===== src/rtl/ex_muldiv_unit_if.sv =====
// ----------------------------------------------------------------------------
// ex_muldiv_unit_if
//   Groups the EX-stage handshake between the pipeline and the iterative
//   RV32M multiply/divide unit.
//
//   master : pipeline side. Drives the request (flush, start, op, operands,
//            rd_in) and receives stall/done/result/rd_out.
//   slave  : the muldiv unit.
//
//   flush   pipeline redirect; kills any in-flight op
//   start   EX holds a valid M-extension op this cycle
//   op      funct3 of the M op
//   src_a   rs1 operand (post-forwarding)
//   src_b   rs2 operand (post-forwarding)
//   rd_in   destination register of the op
//   stall   freeze front of pipeline while the unit is busy
//   done    one-cycle pulse; result/rd_out valid
//   result  op result
//   rd_out  destination register of the completed op
// ----------------------------------------------------------------------------
interface ex_muldiv_unit_if #(
  parameter int XLEN = 32
);
  logic            flush;
  logic            start;
  logic [2:0]      op;
  logic [XLEN-1:0] src_a;
  logic [XLEN-1:0] src_b;
  logic [4:0]      rd_in;
  logic            stall;
  logic            done;
  logic [XLEN-1:0] result;
  logic [4:0]      rd_out;

  modport master (
    output flush, start, op, src_a, src_b, rd_in,
    input  stall, done, result, rd_out
  );

  modport slave (
    input  flush, start, op, src_a, src_b, rd_in,
    output stall, done, result, rd_out
  );
endinterface


===== src/rtl/ex_muldiv_unit.sv =====
// ----------------------------------------------------------------------------
// ex_muldiv_unit
//   Iterative RV32M multiply/divide unit for the EX stage. Executes MUL,
//   MULH, MULHSU, MULHU, DIV, DIVU, REM and REMU one bit per cycle on operand
//   magnitudes, then applies the result sign on the final iteration.
//
//   Sequencing: IDLE -> CALC (XLEN cycles) -> DONE -> IDLE.
//   Divide-by-zero and signed overflow bypass CALC and complete one cycle
//   after acceptance.
//
// Ports
//   clk   in  rising-edge clock
//   rst   in  asynchronous active-low reset
//   bus   ex_muldiv_unit_if.slave (request in, stall/done/result/rd_out out)
// ----------------------------------------------------------------------------
module ex_muldiv_unit #(
  parameter int XLEN = 32
) (
  input  logic                  clk,
  input  logic                  rst,
  ex_muldiv_unit_if.slave       bus
);

  localparam int CW = $clog2(XLEN + 1);

  localparam logic [2:0] OP_MUL    = 3'b000;
  localparam logic [2:0] OP_MULH   = 3'b001;
  localparam logic [2:0] OP_MULHSU = 3'b010;
  localparam logic [2:0] OP_DIV    = 3'b100;
  localparam logic [2:0] OP_REM    = 3'b110;

  localparam logic [XLEN-1:0] MOST_NEG = {1'b1, {(XLEN-1){1'b0}}};

  typedef enum logic [1:0] {
    IDLE = 2'd0,
    CALC = 2'd1,
    DONE = 2'd2
  } state_t;

  state_t          state;
  logic [CW-1:0]   count;
  logic [2:0]      op_q;
  logic [4:0]      rd_q;
  logic            neg_q;     // negate the final selected result
  logic [XLEN-1:0] opnd_q;    // multiplicand (mul) or divisor (div) magnitude
  logic [XLEN-1:0] acc_hi;    // product high half / partial remainder
  logic [XLEN-1:0] acc_lo;    // multiplier bits / dividend-quotient shift
  logic            done_q;
  logic [XLEN-1:0] result_q;
  logic [4:0]      rd_out_q;

  // --------------------------------------------------------------------------
  // Acceptance decode (only meaningful in IDLE with start high)
  // --------------------------------------------------------------------------
  logic            is_div;
  logic            a_signed;
  logic            b_signed;
  logic            sign_a;
  logic            sign_b;
  logic [XLEN-1:0] mag_a;
  logic [XLEN-1:0] mag_b;
  logic            neg_in;
  logic            div_zero;
  logic            div_ovf;
  logic            special;
  logic [XLEN-1:0] special_res;

  always_comb begin
    // NOTE: every signal written here gets a value on every path first, so no latch is inferred.
    is_div      = bus.op[2];
    a_signed    = (bus.op == OP_MUL) || (bus.op == OP_MULH) || (bus.op == OP_MULHSU) ||
                  (bus.op == OP_DIV) || (bus.op == OP_REM);
    b_signed    = (bus.op == OP_MUL) || (bus.op == OP_MULH) ||
                  (bus.op == OP_DIV) || (bus.op == OP_REM);
    sign_a      = a_signed & bus.src_a[XLEN-1];
    sign_b      = b_signed & bus.src_b[XLEN-1];
    mag_a       = sign_a ? -bus.src_a : bus.src_a;
    mag_b       = sign_b ? -bus.src_b : bus.src_b;
    // Remainder takes the dividend's sign; quotient and product take sa^sb.
    neg_in      = (is_div && bus.op[1]) ? sign_a : (sign_a ^ sign_b);
    div_zero    = is_div && (bus.src_b == '0);
    div_ovf     = is_div && !bus.op[0] && (bus.src_a == MOST_NEG) && (bus.src_b == '1);
    special     = div_zero || div_ovf;
    special_res = '0;
    if (div_zero) begin
      special_res = bus.op[1] ? bus.src_a : '1;
    end else if (div_ovf) begin
      special_res = bus.op[1] ? '0 : MOST_NEG;
    end
  end

  // --------------------------------------------------------------------------
  // One iteration of shift-add multiply or restoring divide
  // --------------------------------------------------------------------------
  logic [XLEN:0]     mul_sum;
  logic [XLEN:0]     div_shift;
  logic [XLEN:0]     div_diff;
  logic              div_ge;
  logic [XLEN-1:0]   nxt_hi;
  logic [XLEN-1:0]   nxt_lo;
  logic [2*XLEN-1:0] prod;
  logic [2*XLEN-1:0] prod_s;
  logic [XLEN-1:0]   div_raw;
  logic [XLEN-1:0]   final_res;

  always_comb begin
    // Multiply: add multiplicand into the high half when the current
    // multiplier bit is set, then shift the whole {carry, hi, lo} right.
    mul_sum   = {1'b0, acc_hi} + (acc_lo[0] ? {1'b0, opnd_q} : '0);
    // Divide: shift the next dividend bit into the partial remainder and
    // subtract the divisor; the borrow bit tells whether it fit.
    div_shift = {acc_hi, acc_lo[XLEN-1]};
    div_diff  = div_shift - {1'b0, opnd_q};
    div_ge    = ~div_diff[XLEN];

    if (op_q[2]) begin
      nxt_hi = div_ge ? div_diff[XLEN-1:0] : div_shift[XLEN-1:0];
      nxt_lo = {acc_lo[XLEN-2:0], div_ge};
    end else begin
      nxt_hi = mul_sum[XLEN:1];
      nxt_lo = {mul_sum[0], acc_lo[XLEN-1:1]};
    end

    prod    = {nxt_hi, nxt_lo};
    prod_s  = neg_q ? -prod : prod;
    div_raw = op_q[1] ? nxt_hi : nxt_lo;

    if (op_q[2]) begin
      final_res = neg_q ? -div_raw : div_raw;
    end else if (op_q[1:0] == 2'b00) begin
      final_res = prod_s[XLEN-1:0];
    end else begin
      final_res = prod_s[2*XLEN-1:XLEN];
    end
  end

  // --------------------------------------------------------------------------
  // Control FSM and datapath registers
  // --------------------------------------------------------------------------
  always_ff @(posedge clk or negedge rst) begin
    // NOTE: sequential state uses non-blocking assignments so every register samples pre-edge values.
    if (!rst) begin
      // NOTE: the datapath registers are few and cheap, so they are reset with the control state.
      state    <= IDLE;
      count    <= '0;
      op_q     <= '0;
      rd_q     <= '0;
      neg_q    <= 1'b0;
      opnd_q   <= '0;
      acc_hi   <= '0;
      acc_lo   <= '0;
      done_q   <= 1'b0;
      result_q <= '0;
      rd_out_q <= '0;
    end else if (bus.flush) begin
      // Redirect wins over everything, including a start in the same cycle.
      state  <= IDLE;
      count  <= '0;
      done_q <= 1'b0;
    end else begin
      unique case (state)
        IDLE: begin
          done_q <= 1'b0;
          if (bus.start) begin
            op_q   <= bus.op;
            rd_q   <= bus.rd_in;
            neg_q  <= neg_in;
            count  <= CW'(XLEN);
            acc_hi <= '0;
            if (is_div) begin
              opnd_q <= mag_b;
              acc_lo <= mag_a;
            end else begin
              opnd_q <= mag_a;
              acc_lo <= mag_b;
            end
            if (special) begin
              result_q <= special_res;
              rd_out_q <= bus.rd_in;
              done_q   <= 1'b1;
              state    <= DONE;
            end else begin
              state <= CALC;
            end
          end
        end

        CALC: begin
          acc_hi <= nxt_hi;
          acc_lo <= nxt_lo;
          count  <= count - 1'b1;
          if (count == CW'(1)) begin
            result_q <= final_res;
            rd_out_q <= rd_q;
            done_q   <= 1'b1;
            state    <= DONE;
          end
        end

        DONE: begin
          // Any start seen here is re-presented by ID/EX in the next IDLE.
          done_q <= 1'b0;
          state  <= IDLE;
        end

        default: begin
          done_q <= 1'b0;
          state  <= IDLE;
        end
      endcase
    end
  end

  // Stall drops in DONE so the pipeline advances and EX/MEM captures result.
  assign bus.stall  = ((state == IDLE) && bus.start) || (state == CALC);
  assign bus.done   = done_q;
  assign bus.result = result_q;
  assign bus.rd_out = rd_out_q;

endmodule

===== src/flat_wrapper.sv =====
// flat-port wrapper written by rule: the top's interface ports become plain ports
module ex_muldiv_unit_flat 
#(
  parameter int XLEN = 32
)
  (clk, rst, bus_flush, bus_start, bus_op, bus_src_a, bus_src_b, bus_rd_in, bus_stall, bus_done, bus_result, bus_rd_out);
  ex_muldiv_unit_if #(.XLEN(XLEN)) bus_i ();
  input  logic clk;
  input  logic rst;
  input wire logic [$bits(bus_i.flush)-1:0] bus_flush;
  input wire logic [$bits(bus_i.start)-1:0] bus_start;
  input wire logic [$bits(bus_i.op)-1:0] bus_op;
  input wire logic [$bits(bus_i.src_a)-1:0] bus_src_a;
  input wire logic [$bits(bus_i.src_b)-1:0] bus_src_b;
  input wire logic [$bits(bus_i.rd_in)-1:0] bus_rd_in;
  output wire logic [$bits(bus_i.stall)-1:0] bus_stall;
  output wire logic [$bits(bus_i.done)-1:0] bus_done;
  output wire logic [$bits(bus_i.result)-1:0] bus_result;
  output wire logic [$bits(bus_i.rd_out)-1:0] bus_rd_out;
  assign bus_i.flush = bus_flush;
  assign bus_i.start = bus_start;
  assign bus_i.op = bus_op;
  assign bus_i.src_a = bus_src_a;
  assign bus_i.src_b = bus_src_b;
  assign bus_i.rd_in = bus_rd_in;
  assign bus_stall = bus_i.stall;
  assign bus_done = bus_i.done;
  assign bus_result = bus_i.result;
  assign bus_rd_out = bus_i.rd_out;
  ex_muldiv_unit #(.XLEN(XLEN)) u_core (.clk(clk), .rst(rst), .bus(bus_i));
endmodule

===== config.mk =====
export PLATFORM = sky130hd
export DESIGN_NAME = ex_muldiv_unit_flat
export DESIGN_NICKNAME = d
export VERILOG_FILES = /design/src/rtl/ex_muldiv_unit_if.sv /design/src/rtl/ex_muldiv_unit.sv /design/src/flat_wrapper.sv
export SDC_FILE = /design/constraint.sdc
export NUM_CORES = 1
export LEC_CHECK = 0
export BUFFER_PORTS_ARGS = -buffer_cell sky130_fd_sc_hd__buf_2
export CORE_MARGIN = 5
export CORE_UTILIZATION = 50
export CTS_BUF_LIST = sky130_fd_sc_hd__clkbuf_4 sky130_fd_sc_hd__clkbuf_8
export DETAILED_ROUTE_END_ITERATION = 16
export GPL_TIMING_DRIVEN = 0
export PLACE_DENSITY_LB_ADDON = 0.3
export RECOVER_POWER = 50
export SYNTH_ARGS = -nofsm -noshare
export SYNTH_HDL_FRONTEND = slang
export SYNTH_SLANG_ARGS = --single-unit

===== constraint.sdc =====
create_clock -name clk -period 5.2 [get_ports clk]
set_input_delay 1.04 -clock clk [delete_from_list [all_inputs] [get_ports clk]]
set_output_delay 1.04 -clock clk [all_outputs]
set_load 0.01 [all_outputs]

# Word level (Yosys, flattened, before mapping)
# Cells that the tools add are included.
# Widths: inputs -> output; s select.
# word_totals
word_cells	105
ff_bits	151
in_bits	76
# classes
addsub	7
n_bitwise	5
n_reduce_logical	26
n_eq_ne	13
mux	43
# ops
operator	n
$mux 32	21
$pmux 32 s2	3
$neg 32->32	3
$eq 32x32->1 const B	2
$mux 64	1
$neg 64->64	1
$add 32x33->33	1
$sub 33x32->33	1
$logic_not 32->1	1
$mux 5	3
$mux 6	2
$pmux 6 s2	1
$pmux 5 s2	1
$logic_or 1x1->1	8
$mux 2	4
$eq 3x3->1 const B	2
$eq 6x1->1 const B	1
$logic_and 1x1->1	6
$reduce_and 3->1	2
$sub 6x1->6 const B	1
$mux 1	5
$reduce_and 5->1	1
$logic_not 2->1	2
$ne 2x1->1 const B	2
other kinds (16)	19

# Logic depth before layout (Yosys ltp)
# depth
depth_word	10
ltp_mapped	25

# Least setup slack after synthesis
# No wires, ideal clock.
# synth_timing
kind	flip-flop to flip-flop
start	register u_core.acc_lo[31]
end	register u_core.result_q[20], in the netlist u_core.bus.result[20]
path_slack_ns	-0.077
period_less_slack_ns	5.277
setup_time_ns	0.135
arrival_time_ns	5.143
stages_incl_launch_ff	25
n_path_buf	3
path_cell_list	dfrtp_1 -> inv_1 -> ha_1 -> fa_1 -> nand2b_1 -> a21oi_2 -> o21ai_2 -> a211oi_4 -> o311a_2 -> o21ai_2 -> buf_2 -> buf_2 -> a31oi_1 -> ha_1 -> nand2_1 -> or3_1 -> clkbuf_1 -> nor2b_1 -> nand2_1 -> nor4_1 -> nand3_1 -> o31ai_1 -> xnor2_1 -> o211ai_1 -> o211ai_1
# synth_via
elab_chain_len	9
elab_cells_between_ends	14
# synth_lines
item	line	text
from (decl)	ex_muldiv_unit.sv:47	logic [XLEN-1:0] acc_lo;
from (signal assigned)	ex_muldiv_unit.sv:172	acc_lo <= mag_a;
from (signal assigned)	ex_muldiv_unit.sv:175	acc_lo <= mag_b;
from (signal assigned)	ex_muldiv_unit.sv:190	acc_lo <= nxt_lo;
$sub 33x32->33	ex_muldiv_unit.sv:113	div_diff = div_shift - {1'b0, opnd_q};
$mux 32 / $not 1->1 (equally long branches)	ex_muldiv_unit.sv:117, ex_muldiv_unit.sv:114	
$mux 32	ex_muldiv_unit.sv:116	if (op_q[2]) begin
$neg 64->64 / $mux 32 (equally long branches)	ex_muldiv_unit.sv:125, ex_muldiv_unit.sv:126	
$mux 64 / $neg 32->32 (equally long branches)	ex_muldiv_unit.sv:125, ex_muldiv_unit.sv:129	
$mux 32, on equally long branches	ex_muldiv_unit.sv:130, ex_muldiv_unit.sv:129	
$mux 32 *	ex_muldiv_unit.sv:128	if (op_q[2]) begin
$mux 32 *	ex_muldiv_unit.sv:192	if (count == CW'(1)) begin
$pmux 32 s2 *	ex_muldiv_unit.sv:161	unique case (state)
to (signal assigned)	ex_muldiv_unit.sv:178	result_q <= special_res;
to (signal assigned)	ex_muldiv_unit.sv:193	result_q <= final_res;
to (decl)	ex_muldiv_unit.sv:49	logic [XLEN-1:0] result_q;
# Every way passes the cells marked *; elsewhere a longest branch is shown, timed or not. The select of a mux whose other input is x is not followed.
# A chain may end at the register's enable or synchronous reset.

# Worst setup path in the final report
# layout_timing
start	register u_core.op_q[2]
end	register u_core.result_q[25], in the netlist u_core.bus.result[25]
# layout_via
elab_chain_len	7
elab_cells_between_ends	11
# layout_lines
item	line	text
from (decl)	ex_muldiv_unit.sv:42	logic [2:0] op_q;
from (signal assigned)	ex_muldiv_unit.sv:165	op_q <= bus.op;
$mux 32	ex_muldiv_unit.sv:116	
$neg 64->64 / $mux 32 (equally long branches)	ex_muldiv_unit.sv:125, ex_muldiv_unit.sv:126	
$mux 64 / $neg 32->32 (equally long branches)	ex_muldiv_unit.sv:125, ex_muldiv_unit.sv:129	
$mux 32, on equally long branches	ex_muldiv_unit.sv:130, ex_muldiv_unit.sv:129	
$mux 32 *	ex_muldiv_unit.sv:128	
$mux 32 *	ex_muldiv_unit.sv:192	
$pmux 32 s2 *	ex_muldiv_unit.sv:161	
# Marked as above.

==> impl_results.md <==
- Status: finished, violations left
- Failing checks: capacitance limit, slew limit, setup timing
- Setup repair after global routing missed its margin: true
- Worst min-delay path class: flop to flop
- Critical path buffer and inverter count: 8
- Post-layout instance area: 0.0205 mm2
- Core area: 0.0344 mm2
- Area added between synthesis and finish: 18.4%
- Min Hold Slack: 0.485 ns
- Critical path data arrival time: 5.86 ns
- Count of standard-cell rows: 68
- HPWL after detailed placement: 73500 um
- Startpoint of the lowest-slack register-to-register path: u_core.op_q[2]$_DFFE_PN0P_
- Number of synthesized flops with an enable pin: 0
- Avg Synthesized Cell Area: between 7 and 8 um2
- Hold-critical path endpoint: u_core.rd_q[1]$_DFFE_PN0P_
- Kind of start point of the critical path: flop
- Worst path top cell family by delay: buffers and inverters
- Final hold violation count: 0
- Via total after detailed routing: ~22000
- Layout filler cell count: approximately 3300
- Number of DRC markers in iteration 0: around 3300
- Total leakage power: roughly 0.0083 uW
- VDD IR max: 0.000285 V
- Required time of the worst setup path: 5.65 ns
- CTS Buf Count: 17
- Hold-fix buffers, CTS: 0
- GRT Resource Usage Total: 46.0%
- Start point of the worst min-delay path: u_core.rd_q[1]$_DFFE_PN0P_
- Clock transition at the registers of the reported paths: approximately 0.12 ns
- Average wire length per cell after detail routing: 29.9 um
- Overflow left after global routing: 0
- Fraction of registers with async set/reset: 100%
- Ant. Diodes: 0
- Main flop type after synthesis: sky130_fd_sc_hd__dfrtp_1
- Die height: 196 um
- Clock H-tree levels: 4
- Slowest-stage cell, CP: sky130_fd_sc_hd__clkbuf_1
- Post-synthesis cell type count: 94
- Total standard cell area after synthesis: 0.0173 mm2
- Per-cell via count in the routed design: 7.03
- Ratio of cells with drive above 1 in the final layout: 16.1%
- Share of synthesized area occupied by flip-flops and latches: around 22%
- Warning count from the yosys run: 0
- Final number of setup-violating endpoints: 11
- Die outline width: between 150 and 200 um
- CTS Root Buffer Type: sky130_fd_sc_hd__clkbuf_8
- Global-route wire length before repair: 132000 um
- Post-Syn Nets: 2551
- DRC: 0
- Routability congestion estimate from global placement: 1.13
- Worst reg-to-reg path cell count: 12
- Max-Cap Viols: 1
- Cells along the critical path: clkbuf_1 > buf_4 > inv_1 > clkbuf_1 > buf_1 > clkbuf_1 > clkbuf_2 > clkbuf_2 > nand2_1 > nor2_1 > o21ai_0 > a31oi_1
- I/O pin total: roughly 120
- Register bit total from synthesis: 151
- Max Clock Skew: 0.0343 ns
- WL final: 92200 um
- Fin crit share: 104%
- Reg2Reg Capture Point: u_core.bus.result[25]$_DFFE_PN0P_
- Port Buffer Count: 113
- Worst hold stages: 2
- Max-Slew Margin vs Limit: -154%
- Worst Setup End Kind: flop
- Antenna violations before repair: 3
- Clock insertion delay at the later pin of the skew report: roughly 0.54 ns
- Number of max-slew violations in the final report: 76
- Maximum fanout along the worst path: 10
- Critical path start-end classification: flop to flop
- Count of TritonRoute iterations in the first routing pass: 7
- TritonCTS clock tree: yes
- Transition time at the pin with the least slew margin: 3.81 ns
- Total power divided by cell area: roughly 660 mW/mm2
- Placed Instances: roughly 3000
- Number of sinks driven by the clock tree: approximately 150
- R2R Setup Slk: -0.22 ns
- Largest net degree at the start of global routing: 77
- Count of antenna-violating nets left after detailed routing: 0
- Sequential cell area: 0.00378 mm2
- Post-Layout Cell Count: 3082
- Final setup margin: -0.219 ns
- Peak clock frequency supported by timing: 185 MHz
- Finished Core Util: approximately three fifths
- Maximum root-to-sink buffer count: 2
- Initial Utilization: 50.4%
- Total Die Area: 0.0385 mm2
- Area of combinational cells with multiple inputs: 0.0135 mm2
- Delay of the slowest critical-path stage: 0.71 ns
- Vias in the first global route: 20004
- Placed cell areas: 0.0185 mm2
- Final Net Count: 2763
- Instance count of the mapped netlist: 2402
- Clock period minus final worst setup slack: roughly 5.4 ns
- Most used cell, CP: sky130_fd_sc_hd__clkbuf_1
[sequential cells by signal, indices dropped and copies added (netlist names)]
register and cells:
u_core.neg_q 1, u_core.count 6, u_core.opnd_q 32, u_core.acc_hi 32
u_core.bus.rd_out 5, u_core.state 2, u_core.bus.result 32, u_core.bus.done 1
u_core.op_q 3, u_core.rd_q 5, u_core.acc_lo 32
[per-layer routing]
metal / share of wire, % / global-route usage, % / up-vias
met2: 40 / 66.4 / 1781
met3: 14 / 14.9 / 446
met5: 0.023 / 0 / -
met1: 37 / 59.1 / 10205
met4: 8.9 / 29.6 / 4
li1: - / - / 9237
[cell usage in the layout, fill, tap and decap left out, types with 10 or more instances in the layout]
cell and instances:
sky130_fd_sc_hd__or3_1 32, sky130_fd_sc_hd__nor4_1 14, sky130_fd_sc_hd__or2_2 10, sky130_fd_sc_hd__dfrtp_1 146, sky130_fd_sc_hd__buf_6 10, sky130_fd_sc_hd__ha_1 67
sky130_fd_sc_hd__o21bai_1 12, sky130_fd_sc_hd__nand3_1 52, sky130_fd_sc_hd__a21o_1 27, sky130_fd_sc_hd__nand4_1 29, sky130_fd_sc_hd__a22o_1 23, sky130_fd_sc_hd__o31ai_1 32
sky130_fd_sc_hd__nor2_1 217, sky130_fd_sc_hd__inv_1 64, sky130_fd_sc_hd__o21ai_0 229, sky130_fd_sc_hd__and2_1 45, sky130_fd_sc_hd__nand2_1 302, sky130_fd_sc_hd__clkbuf_8 17
sky130_fd_sc_hd__clkbuf_1 125, sky130_fd_sc_hd__a31oi_1 40, sky130_fd_sc_hd__mux2i_1 46, sky130_fd_sc_hd__o221ai_1 26, sky130_fd_sc_hd__buf_4 83, sky130_fd_sc_hd__xnor2_1 101
sky130_fd_sc_hd__nor3_1 57, sky130_fd_sc_hd__mux2_2 11, sky130_fd_sc_hd__a22oi_1 11, sky130_fd_sc_hd__o211ai_1 46, sky130_fd_sc_hd__buf_2 107, sky130_fd_sc_hd__a211oi_1 14
sky130_fd_sc_hd__xor2_1 76, sky130_fd_sc_hd__o21a_1 12, sky130_fd_sc_hd__nand2b_1 20, sky130_fd_sc_hd__a21oi_1 185, sky130_fd_sc_hd__clkbuf_2 16
[power by group]
part / total (uW) / internal, uW / switching (uW)
combinational: 10200 / 3380 / 6790
clock: 1080 / 495 / 580
sequential: 2220 / 1590 / 630
[cell usage after synthesis (all sizes together) (30+ instances only)]
cell / n / area share [%]
a31oi: 50 / 1.8
nand4: 30 / 1.1
and2: 45 / 1.6
dfrtp: 151 / 22
inv: 67 / 1.5
clkbuf: 132 / 2.9
nand3: 58 / 1.7
xor2: 79 / 4.0
a21oi: 197 / 5.8
nand2: 304 / 6.6
mux2i: 48 / 2.8
o21ai: 245 / 7.1
xnor2: 105 / 5.3
o211ai: 46 / 2.0
or3: 34 / 1.2
buf: 30 / 0.81
nor3: 67 / 2.1
nor2: 222 / 4.8
o31ai: 43 / 1.9
ha: 71 / 5.1
[final cells by class]
| class | instances | area share, % |
|---|---|---|
| multi-input combinational | 2022 | 66.0 |
| sequential | 151 | 18.5 |
| timing repair buffer | 201 | 6.17 |
| buffer | 154 | 3.28 |
| tap | 455 | 2.78 |
| inverter | 67 | 1.24 |
| clock buffer | 18 | 1.18 |
| clock inverter | 14 | 0.915 |
[repair_timing]
item / CTS / global route
buffers inserted: 39 / 48
endpoints found under the setup margin: 42 / 37
resized for setup: 111 / 109
pin swaps: 33 / 47
[stage by stage]
| stage | TNS (ns) | total power, uW | setup WS (ns) |
|---|---|---|---|
| finish | -0.757 | 13500 | -0.219 |
| floorplan | 0 | 7580 | 0.0309 |
| detailed placement | -48.57 | 10700 | -2.14 |
| CTS | -0.145 | 12300 | -0.0810 |
| global placement | -47.85 | 10600 | -2.17 |
| global route | -0.225 | 13900 | -0.0471 |
[worst reg2reg max path, cell delays in order (launching register included)]
cell                       delay [ns]
sky130_fd_sc_hd__dfrtp_1         0.39
sky130_fd_sc_hd__clkbuf_1        0.18
sky130_fd_sc_hd__buf_4           0.22
sky130_fd_sc_hd__inv_1           0.10
sky130_fd_sc_hd__clkbuf_1        0.59
sky130_fd_sc_hd__buf_1           0.67
sky130_fd_sc_hd__clkbuf_1        0.71
sky130_fd_sc_hd__clkbuf_2        0.51
sky130_fd_sc_hd__clkbuf_2        0.52
sky130_fd_sc_hd__nand2_1         0.24
sky130_fd_sc_hd__nor2_1          0.63
sky130_fd_sc_hd__o21ai_0         0.35
sky130_fd_sc_hd__a31oi_1         0.20
[how the worst max path moves through the flow]
stage | start | to | cells past startpoint | slack [ns]
after global routing | u_core.acc_lo[31]$_DFFE_PN0P_ | u_core.bus.result[30]$_DFFE_PN0P_ | 24 | -0.05
after CTS | u_core.acc_lo[31]$_DFFE_PN0P_ | u_core.bus.result[25]$_DFFE_PN0P_ | 19 | -0.08
after detailed placement | u_core.acc_lo[31]$_DFFE_PN0P_ | u_core.bus.result[28]$_DFFE_PN0P_ | 24 | -2.14
after global placement | u_core.acc_lo[31]$_DFFE_PN0P_ | u_core.bus.result[28]$_DFFE_PN0P_ | 24 | -2.17
final | u_core.op_q[2]$_DFFE_PN0P_ | u_core.bus.result[25]$_DFFE_PN0P_ | 12 | -0.22
after floorplan | u_core.acc_lo[31]$_DFFE_PN0P_ | u_core.bus.result[18]$_DFFE_PN0P_ | 24 | 0.03
[kinds of logic (layout without fill, tap and decap cells)]
group	after synthesis	count (layout)	share of synthesized area (%)
and+or+nand+nor	874	874	23.8
AOI/OAI and AO/OA	831	831	31.1
buffers and inverters	229	454	5.13
xor gates and xnor gates	184	184	9.30
DFF	151	151	21.8
adders and majority gates	73	73	5.36
muxes	60	60	3.55
(Power assumes the default switching activity.)
